## src/rtl/seq_detector.sv

```systemverilog
// ---------------------------------------------------------------------------
// seq_detector
//   Serial pattern detector. Valid bits are shifted into a PAT_W-bit window;
//   once the window holds PAT_W bits equal to PATTERN a registered one-cycle
//   hit pulse is raised and a saturating match counter advances.
//
// Parameters
//   PAT_W    pattern length in bits (2..32)
//   PATTERN  target sequence, MSB is the earliest bit received
//   OVERLAP  1: a suffix of a match may start the next match
//            0: window and fill restart after each match
//   CNT_W    match counter width (1..32)
//
// Ports
//   clk_i    system clock, rising edge
//   reset_i  synchronous active-high reset
//   valid_i  in_i is sampled on this edge only when high
//   in_i     serial data bit
//   clr_i    synchronous clear of count_o only
//   hit_o    one-cycle match pulse (registered)
//   state_o  status: 00 IDLE, 01 FILL, 10 ARMED, 11 MATCH
//   count_o  saturating number of matches (registered)
// ---------------------------------------------------------------------------
module seq_detector #(
    parameter int unsigned             PAT_W   = 4,
    parameter logic [PAT_W-1:0]        PATTERN = PAT_W'(4'b1011),
    parameter bit                      OVERLAP = 1'b1,
    parameter int unsigned             CNT_W   = 8
) (
    input  logic             clk_i,
    input  logic             reset_i,
    input  logic             valid_i,
    input  logic             in_i,
    input  logic             clr_i,
    output logic             hit_o,
    output logic [1:0]       state_o,
    output logic [CNT_W-1:0] count_o
);

    // Elaboration-time parameter checks
    if (PAT_W < 2 || PAT_W > 32) begin : g_bad_pat_w
        $error("seq_detector: PAT_W must be in 2..32");
    end
    if (CNT_W < 1 || CNT_W > 32) begin : g_bad_cnt_w
        $error("seq_detector: CNT_W must be in 1..32");
    end

    localparam int unsigned     FW   = $clog2(PAT_W + 1);
    localparam logic [FW-1:0]   FULL = FW'(PAT_W);

    typedef enum logic [1:0] {
        ST_IDLE  = 2'b00,
        ST_FILL  = 2'b01,
        ST_ARMED = 2'b10,
        ST_MATCH = 2'b11
    } state_e;

    logic [PAT_W-1:0] window_q, window_d;
    logic [FW-1:0]    fill_q,   fill_d;
    logic             hit_q,    hit_d;
    logic [CNT_W-1:0] count_q,  count_d;

    logic [PAT_W-1:0] win_upd;
    logic [FW-1:0]    fill_upd;
    logic             match;
    state_e           state;

    // State register
    always_ff @(posedge clk_i) begin
        if (reset_i) begin
            window_q <= '0;
            fill_q   <= '0;
            hit_q    <= 1'b0;
            count_q  <= '0;
        end else begin
            window_q <= window_d;
            fill_q   <= fill_d;
            hit_q    <= hit_d;
            count_q  <= count_d;
        end
    end

    // Next-state logic
    always_comb begin
        win_upd  = {window_q[PAT_W-2:0], in_i};
        fill_upd = (fill_q == FULL) ? fill_q : fill_q + 1'b1;
        match    = valid_i && (fill_upd == FULL) && (win_upd == PATTERN);

        window_d = window_q;
        fill_d   = fill_q;
        if (valid_i) begin
            window_d = win_upd;
            fill_d   = fill_upd;
        end
        if (match && !OVERLAP) begin
            window_d = '0;
            fill_d   = '0;
        end

        hit_d = match;

        // Clear wins over a simultaneous match; counter sticks at all-ones
        count_d = count_q;
        if (clr_i) begin
            count_d = '0;
        end else if (match && (count_q != '1)) begin
            count_d = count_q + 1'b1;
        end
    end

    // Output decode from registered values only
    always_comb begin
        if (hit_q) begin
            state = ST_MATCH;
        end else if (fill_q == '0) begin
            state = ST_IDLE;
        end else if (fill_q < FULL) begin
            state = ST_FILL;
        end else begin
            state = ST_ARMED;
        end
    end

    assign state_o = state;
    assign hit_o   = hit_q;
    assign count_o = count_q;

endmodule

```

## config.mk

```make
export PLATFORM = sky130hd
export DESIGN_NAME = seq_detector
export DESIGN_NICKNAME = d
export VERILOG_FILES = /design/src/rtl/seq_detector.sv
export SDC_FILE = /design/constraint.sdc
export NUM_CORES = 1
export LEC_CHECK = 0
export ABC_CLOCK_PERIOD_IN_PS = 2490
export CAP_MARGIN = 20
export CORE_UTILIZATION = 40
export CTS_CLUSTER_SIZE = 12
export DETAILED_ROUTE_END_ITERATION = 16
export DONT_BUFFER_PORTS = 1
export PLACE_DENSITY_LB_ADDON = 0.05
export SLEW_MARGIN = 25
export SYNTH_ARGS = -nofsm -noshare
export SYNTH_HDL_FRONTEND = slang
export SYNTH_SLANG_ARGS = --single-unit
```

## constraint.sdc

```tcl
create_clock -name clk_i -period 2.49 [get_ports clk_i]
set_input_delay 0.498 -clock clk_i [delete_from_list [all_inputs] [get_ports clk_i]]
set_output_delay 0.498 -clock clk_i [all_outputs]
set_load 0.01 [all_outputs]
```

==> flow_metrics.py <==
metrics = {
    "critical_path": {
        "required_ps": 2710,
        "cp.arrival_ps": 2130,
        "end_kind": "register",
        "path_max_fanout": 10,
        "startpoint_type": "register",
        "critical_path_class": "reg -> reg",
    },
    "placement": {
        "placed_cells": 107,
        "hpwl_mm": 1.01,
        "io_buffers": 0,
        "dpl_cell_area_um2": 769,
        "place.gp.congestion": 0.685,
    },
    "global_route": {
        "grt_max_degree": 11,
        "grt_pass1_vias": 476,
        "globalRouteOverflowTotal": 0,
        "antenna_found_initial": 0,
        "track_usage_pct": 14.4,
        "grt_pass1_wl_mm": 2.10,
    },
    "synth": {
        "avgSynthCellArea_um2": 8.83,
        "synth_fp_nets": 93,
        "yosysUniqueCellTypes": 32,
        "synthTopCellsByCount": "15 x dfxtp_1, 9 x nor2_1, 8 x nand2_1",
        "synth.top_cell.area_share_pct": 40.0,
        "synth_area_um2": 751,
        "synth_edf_count": 0,
        "synth-main-ff-cell": "dfxtp_1",
        "ys_async_sr_fraction_pct": 0,
        "syn_inst": 85,
        "yosysTopAreaCell": "dfxtp_1",
        "yosys_warnings": 0,
        "yosysMostFrequentCell": "dfxtp_1",
        "synth-seq-cells": 15,
        "seq_area_frac_synth_pct": 40.0,
        "synthTopCellsByArea": "dfxtp_1 40%, mux2i_1 5.3%, ha_1 5.0%",
    },
    "finish": {
        "finalNetCount": 95,
        "fin_cells": 111,
        "drive_above_1_share_pct": 10.5,
        "antennaDiodeCount": 0,
        "final_area_um2": 797,
        "area_growth_pct": 6.17,
    },
    "drt": {
        "drc": 0,
        "antenna_left": 0,
        "num_vias": 600,
        "vias_per_cell": 5.41,
        "wl_per_cell_um": 12.0,
        "drt_pass1_iterations": 4,
        "initialDrtViolationCount": 10,
        "wirelength_mm": 1.33,
    },
    "clock_tree": {
        "cts_resized": 0,
        "cts_buffer_depth": 2,
        "cts_root_buffer": "clkbuf_4",
        "cts_htree_levels": 1,
        "clk_pin_slew_ps": 100,
        "holdBufCountCts": 0,
        "post_cts_buffers": 0,
        "insertion_delay_ps": 280,
        "cts_made_buffers": 3,
        "cts_tree": "done",
        "cts_num_sinks": 15,
    },
    "floorplan": {
        "initial_core_util_pct": 43.0,
        "die_h_um": 45.3,
        "die_w_um": 45.3,
        "rows": 15,
        "core_area_um2": 1750,
        "die-area_um2": 2050,
        "io_pins": 16,
    },
    "timing": {
        "tns_ps": 0,
        "rsz0062_at_grt": "false",
        "drv_slew": 0,
        "final_hold_viol_count": 0,
        "worst_pin_slew_ps": 279,
        "report.final.setup_viol": 0,
        "period_needed_ps": 1900,
        "slew_headroom_pct": 81.3,
        "holdWs_ps": 268,
        "clock.fmax_mhz": 526,
        "fin_crit_sh_pct": 76.4,
        "finClkSkew_ps": 14.1,
    },
    "run": {
        "cap_viol_max_count": 0,
    },
    "status": {
        "status": "completed",
    },
    "power_and_ir_drop": {
        "p_leak_nw": 0.268,
        "power_density_nw_per_um2": 534,
        "p_total_uw": 426,
        "ir_worst_vdd_mv": 0.267,
    },
    "min_path": {
        "hp-class": "in -> reg",
    },
}
critical path, cell delays in order, from the launching register on:
cell and delay (ps):
dfxtp_1 390, inv_1 90, ha_1 310, a21oi_1 140
a32o_1 230, nand3_4 150, or4_1 410, a21oi_1 150
placed cells by master, fill, tap and decap left out, drive strengths merged:
master / Yosys / layout
nand4: 2 / 2
dfxtp: 15 / 15
o31ai: 2 / 2
nand3: 5 / 5
clkinv: 0 / 1
nand2: 8 / 8
o21ai: 3 / 3
nand3b: 1 / 1
or2: 2 / 2
nand4b: 1 / 1
or3: 2 / 2
o41ai: 1 / 1
a32o: 1 / 1
nor2: 9 / 9
nor3: 1 / 1
inv: 4 / 4
xnor2: 1 / 1
xor2: 2 / 2
a21o: 1 / 1
or2b: 1 / 1
o21bai: 1 / 1
and3: 1 / 1
ha: 3 / 3
or4: 2 / 2
nor3b: 1 / 1
a21oi: 6 / 6
o211ai: 1 / 1
mux2i: 4 / 4
nand2b: 1 / 1
clkbuf: 2 / 3
sequential cells by signal, summed over array words and instances (netlist names):
signal	cells
count_o	8
fill_q	3
hit_o	1
window_q	3
report_power, final:
part           total (mW)  internal [mW]  switching, mW
clock network       0.140         0.0595         0.0800
logic              0.0363         0.0161         0.0203
registers           0.250          0.245        0.00500
routing by layer:
layer	global-route usage, %	up-vias	wire, um
li1	-	307	-
met1	21.1	275	674
met2	18.0	16	554
met3	5.20	2	87
met4	7.27	0	15
met5	0	-	0
metrics by stage:
step | utilization, % | worst slack [ps]
2_1_floorplan | - | 747
3_3_place_gp | 44.1 | 635
3_5_place_dp | 44.1 | 593
4_1_cts | 45.7 | 587
5_1_grt | 45.7 | 406
6_report | 45.7 | 588
final timing paths:
| kind | startpoint | end | slack, ps | depth (start not counted) |
|---|---|---|---|---|
| hold / removal | reset_i | fill_q[2]$_SDFFE_PP0P_ | 270 | 1 |
| setup / recovery | fill_q[0]$_SDFFE_PP0P_ | count_o[7]$_SDFFE_PP0P_ | 590 | 7 |
| setup reg to reg | fill_q[0]$_SDFFE_PP0P_ | count_o[7]$_SDFFE_PP0P_ | 590 | 7 |
| hold reg to reg | fill_q[1]$_SDFFE_PP0P_ | fill_q[1]$_SDFFE_PP0P_ | 500 | 2 |
area by class of cell:
cell class | instances | area, um^2
Fill cell | 182 | 948
Clock inverter | 1 | 5.00
Clock buffer | 3 | 22.5
Multi-Input combinational cell | 63 | 423
Tap cell | 25 | 31.3
Sequential cell | 15 | 300
Inverter | 4 | 15.0
cell families after synthesis:
group	share of synthesized area, %
adders and majority gates	5.00
buffers and inverters	3.67
xor gates and xnor gates	3.50
DFF	40.0
AOI/OAI and AO/OA	14.0
muxes	5.33
and+or+nand+nor	28.5
(Power assumes the default switching activity.)
